## src/rtl/v810_regfile_mp.sv

```systemverilog
// Multi-port V810 register file: NRD combinational read ports, two write ports,
// a per-register pending-load scoreboard, and a clear engine that zeroes the array after reset.
module v810_regfile_mp #(
    parameter int DW      = 32,
    parameter int AW      = 5,
    parameter int NRD     = 3,
    parameter int ZERO_R0 = 1
) (
    input  logic              CLK,
    input  logic              RESET,
    input  logic              CE,
    input  logic [NRD*AW-1:0] RA,
    output logic [NRD*DW-1:0] RD,
    output logic [NRD-1:0]    SB_BUSY,
    input  logic [AW-1:0]     WA0,
    input  logic [DW-1:0]     WD0,
    input  logic              WE0,
    input  logic [AW-1:0]     WA1,
    input  logic [DW-1:0]     WD1,
    input  logic              WE1,
    input  logic              SB_SET,
    input  logic [AW-1:0]     SB_SA,
    output logic              SB_ANY,
    output logic              INIT_BUSY
);

    // state   | meaning
    // S_CLEAR | clear engine zeroing entry r_cnt on each CE cycle; array not valid
    // S_READY | normal operation: reads, writes, scoreboard updates
    typedef enum logic {S_CLEAR, S_READY} state_t;

    localparam int DEPTH = 1 << AW;
    localparam bit ZR    = (ZERO_R0 != 0);

    state_t           r_state;
    logic [AW-1:0]    r_cnt;
    logic [DW-1:0]    r_mem [DEPTH];
    logic [DEPTH-1:0] r_busy;

    logic w_ready;
    logic w_commit;
    logic w_we0;
    logic w_we1;
    logic w_sb_set;
    logic w_sb_clr;
    logic w_clear_wr;

    assign w_ready    = (r_state == S_READY) && !RESET;
    assign w_commit   = w_ready && CE;
    assign w_we0      = w_commit && WE0 && !(ZR && (WA0 == '0));
    assign w_we1      = w_commit && WE1 && !(ZR && (WA1 == '0));
    assign w_sb_set   = w_commit && SB_SET && !(ZR && (SB_SA == '0));
    assign w_sb_clr   = w_commit && WE1;
    assign w_clear_wr = !RESET && CE && (r_state == S_CLEAR);

    always_ff @(posedge CLK) begin
        if (RESET) begin
            r_state <= S_CLEAR;
            r_cnt   <= '0;
            r_busy  <= '0;
        end else if (CE) begin
            case (r_state)
                S_CLEAR: begin
                    r_cnt <= r_cnt + 1'b1;
                    if (r_cnt == {AW{1'b1}}) begin
                        r_state <= S_READY;
                    end
                end
                S_READY: begin
                    // Set is applied after clear so a new load supersedes a same-cycle return.
                    if (w_sb_clr) begin
                        r_busy[WA1] <= 1'b0;
                    end
                    if (w_sb_set) begin
                        r_busy[SB_SA] <= 1'b1;
                    end
                end
                default: r_state <= S_CLEAR;
            endcase
        end
    end

    always_ff @(posedge CLK) begin
        if (w_clear_wr) begin
            r_mem[r_cnt] <= '0;
        end else begin
            // Port 1 is written last so it wins a same-address collision.
            if (w_we0) begin
                r_mem[WA0] <= WD0;
            end
            if (w_we1) begin
                r_mem[WA1] <= WD1;
            end
        end
    end

    for (genvar gi = 0; gi < NRD; gi++) begin : g_rd
        logic [AW-1:0] w_ra;
        logic          w_r0;
        logic          w_hit0;
        logic          w_hit1;

        assign w_ra   = RA[gi*AW +: AW];
        assign w_r0   = ZR && (w_ra == '0);
        assign w_hit1 = CE && WE1 && (WA1 == w_ra);
        assign w_hit0 = CE && WE0 && (WA0 == w_ra);

        assign RD[gi*DW +: DW] = (!w_ready || w_r0) ? '0  :
                                 w_hit1             ? WD1 :
                                 w_hit0             ? WD0 :
                                                      r_mem[w_ra];

        assign SB_BUSY[gi] = w_ready && !w_r0 && r_busy[w_ra] && !w_hit1;
    end

    assign SB_ANY    = |r_busy;
    assign INIT_BUSY = !w_ready;

endmodule

```

## config.mk

```make
export PLATFORM = sky130hd
export DESIGN_NAME = v810_regfile_mp
export DESIGN_NICKNAME = d
export VERILOG_FILES = /design/src/rtl/v810_regfile_mp.sv
export SDC_FILE = /design/constraint.sdc
export NUM_CORES = 2
export LEC_CHECK = 0
export BUFFER_PORTS_ARGS = -buffer_cell sky130_fd_sc_hd__buf_2
export CAP_MARGIN = 20
export CORE_ASPECT_RATIO = 0.6
export CORE_MARGIN = 3
export CORE_UTILIZATION = 44
export DETAILED_ROUTE_END_ITERATION = 10
export PLACE_DENSITY = 0.62
export SLEW_MARGIN = 15
export SYNTH_ARGS = -nofsm -noshare
export SYNTH_HDL_FRONTEND = slang
export SYNTH_SLANG_ARGS = --single-unit
```

## constraint.sdc

```tcl
create_clock -name CLK -period 4.8 [get_ports CLK]
set_clock_uncertainty 0.1 [all_clocks]
set_input_delay 0.72 -clock CLK [delete_from_list [all_inputs] [get_ports CLK]]
set_output_delay 0.72 -clock CLK [all_outputs]
set_load 0.03 [all_outputs]
```

==> run_results.csv <==
group,metric,value,unit
run_status,status,"completed",
detailed_routing,wl_met3,61600,µm
synthesis,syn_nets,6082,
global_route,track_usage,36.5,%
die,io_pins,201,
synthesis,synth.distinct_cells,56,
timing,totalNegativeSetupSlack,0,ns
timing,final.min_clock_period,4.79,ns
worst_setup_path,crit_type,"reg -> out",
detailed_routing,wl_per_cell,38.1,µm
global_route,antenna_found_initial,16,
power_and_ir_drop,power,20.8,mW
synthesis,yosys.area_share.simple,10.2,%
placement,globalplace.congestion,0.953,
placement,dp_hpwl,180000,µm
synthesis,synth_edf_count,1024,
timing,rsz0062_at_grt,"no",
synthesis,ys_warn_count,0,
cts,htree_levels,3,
timing,finalMaxSlewViolations,0,
timing,max_slew_margin,20.2,%
timing,setup_ws,0.00724,ns
worst_setup_path,endpoint_kind,"primary output",
global_route,grt_pass1_vias,53906,
timing,setup_viol,0,
hold_path,hold_class,"in -> reg",
power_and_ir_drop,power_leakage,26.7,nW
timing,hold_slack,0.221,ns
cts,cts_buffers,102,
layout,nFillCells,13687,
synthesis,synth_compound_area_share,11.0,%
layout,final_cells,8030,
synthesis,synthXorXnorAreaFrac,0.410,%
synthesis,synth_area_leaders,"edfxtp_1, mux4_2, nand2_1",
power_and_ir_drop,vdd_drop_max,0.286,mV
detailed_routing,top_layer_used,"met5",
detailed_routing,vias,58540,
timing,fin_crit_sh,99.8,%
die,die_area,165000,µm²
cts,postCtsHoldBufs,0,
detailed_routing,post_drt_via_cell_ratio,7.29,
cts,path_clk_slew,0.06,ns
synthesis,synthAdderAreaFrac,0.0355,%
cts,cts_tree,"built",
cts,clock_path_buffers,3,
detailed_routing,ant_nets,0,
placement,portBuffers,200,
cts,clock-sinks,1062,
timing,max_freq,0.209,GHz
die,die_h,316,µm
cts,cts_root_buf,"clkbuf_16",
timing,worstMarginPinSlew,1.20,ns
cts,postCtsSetupBuffers,0,
synthesis,ys.flop_type,"edfxtp_1",
detailed_routing,wl_met1,105000,µm
run,cap_violations,0,
synthesis,synth_top_family_by_area,"multiplexers",
detailed_routing,drt_iter0_markers,12063,
global_route,grt_overflow,0,
synthesis,postSynthAreaPerCell,11.8,µm²
synthesis,synth_seq_cells,1062,
worst_setup_path,setup.worst_path.start_class,"register",
layout,post-route-util,49.5,%
synthesis,ys_async_sr_fraction,0,%
timing,hold_viol_final,0,
placement,placement.cell_area,74800,µm²
detailed_routing,wl_met2,119000,µm
layout,drive_above_1_share,26.8,%
power_and_ir_drop,powerDensity,265,nW/µm²
global_route,grt_max_degree,99,
detailed_routing,drc_errors,0,
detailed_routing,first_pass_iters,10,
synthesis,netlist_area,70400,µm²
worst_setup_path,cp.arrival,3.97,ns
worst_setup_path,crit_fanout,13,
layout,layout-area-overhead-vs-synth,11.4,%
die,core,159000,µm²
layout,post-route-cell-area,78500,µm²
layout,nets,5898,
detailed_routing,wirelength,306000,µm
placement,pre_cts_ws,0.336,ns
die,dieWidth,522,µm
synthesis,synth_seq_area_share,44.7,%
die,start_util,44.4,%
cts,cts_resized,0,
synthesis,synth_top_area_share,43.7,%
synthesis,muxShareOfSynthArea,29.0,%
global_route,grt_pass1_wl,422000,µm
die,fp-row-count,113,
worst_setup_path,cp.required,3.98,ns
synthesis,synth_area_leader_cell,"edfxtp_1",
synthesis,synthCells,5980,
cts,clk_latency,0.73,ns
placement,placedCellCount,7811,
[synthesized netlist by cell type (all sizes together) (3+ instances only)]
master	n
edfxtp	1024
nor3	28
inv	44
nand2b	6
and3	8
nand4	10
dfxtp	38
buf	242
or2	3
a41oi	4
nand2	1416
or3	3
mux4	869
xor2	5
a22oi	132
a221oi	14
a21oi	60
a21o	3
and2	3
a31oi	4
mux2i	82
clkbuf	502
o211ai	50
nor3b	11
o21ai	1032
a211oi	47
nor2b	60
a222oi	31
nor4b	6
xnor2	28
nor4	13
nand3	81
nor2	101
and3b	4
[final timing paths]
path | from | endpoint | slack [ns] | depth (start not counted)
setup / recovery | r_state | RD[52] | 0.007 | 7
hold / removal | CE | r_state | 0.22 | 3
setup reg to reg | r_state | r_mem[17][5] | 0.82 | 6
hold reg to reg | r_busy[0] | r_busy[0] | 0.44 | 2
[worst max-delay path, cell delays in order, from the launching register on]
cell and delay (ns):
dfxtp_1 0.39, nor2b_1 0.39, o211ai_2 0.34, nor3_2 0.76
buf_4 0.55, a222oi_1 0.17, nand2_1 0.34, buf_2 0.27
[power breakdown]
part           total [mW]  internal (mW)  switching, mW
Clock                8.86           4.83           4.04
Sequential           10.0           10.0         0.0192
Combinational        1.87          0.701           1.17
Total                20.8           15.6           5.23
[state kept, by name (all words and copies together) (netlist names)]
name     cells
r_mem     1024
r_cnt        5
r_busy      32
r_state      1
[metal layers]
layer,up-vias,GRT usage [%]
li1,22721,-
met1,28390,48.5
met2,6254,48.0
met3,1162,19.4
met4,13,18.7
met5,-,0.403
[placed cells by master, fill, tap and decap left out, drive strengths merged, types with 28 or more instances in the layout]
cell type / n
mux2i: 82
nor3: 28
a22oi: 132
clkinv: 45
nand2: 1416
a211oi: 47
edfxtp: 1024
dfxtp: 38
inv: 46
o211ai: 50
buf: 455
nand3: 81
nor2: 101
o21ai: 1032
nor2b: 60
clkbuf: 124
xnor2: 28
a21oi: 60
mux4: 869
a222oi: 31
[kinds of logic after synthesis]
family	count (synthesis)
AO/OA/AOI/OAI	1383
XOR/XNOR	33
adder cells (fa/ha/maj)	2
buffers and inverters	788
flip-flops	1062
multiplexers	952
AND/OR/NAND/NOR	1760
[final cells by class]
cell class,instances,area [µm²],share of cell area [%]
clock inverters,70,798,1.02
well taps,2127,2660,3.39
inverters,44,169,0.215
diodes,18,45.0,0.0574
multi-input cells,4130,36300,46.3
flip-flops and latches,1062,31500,40.2
clock buffers,123,2690,3.42
repair buffers,456,4250,5.42
Power figures use the tool's default switching activity.
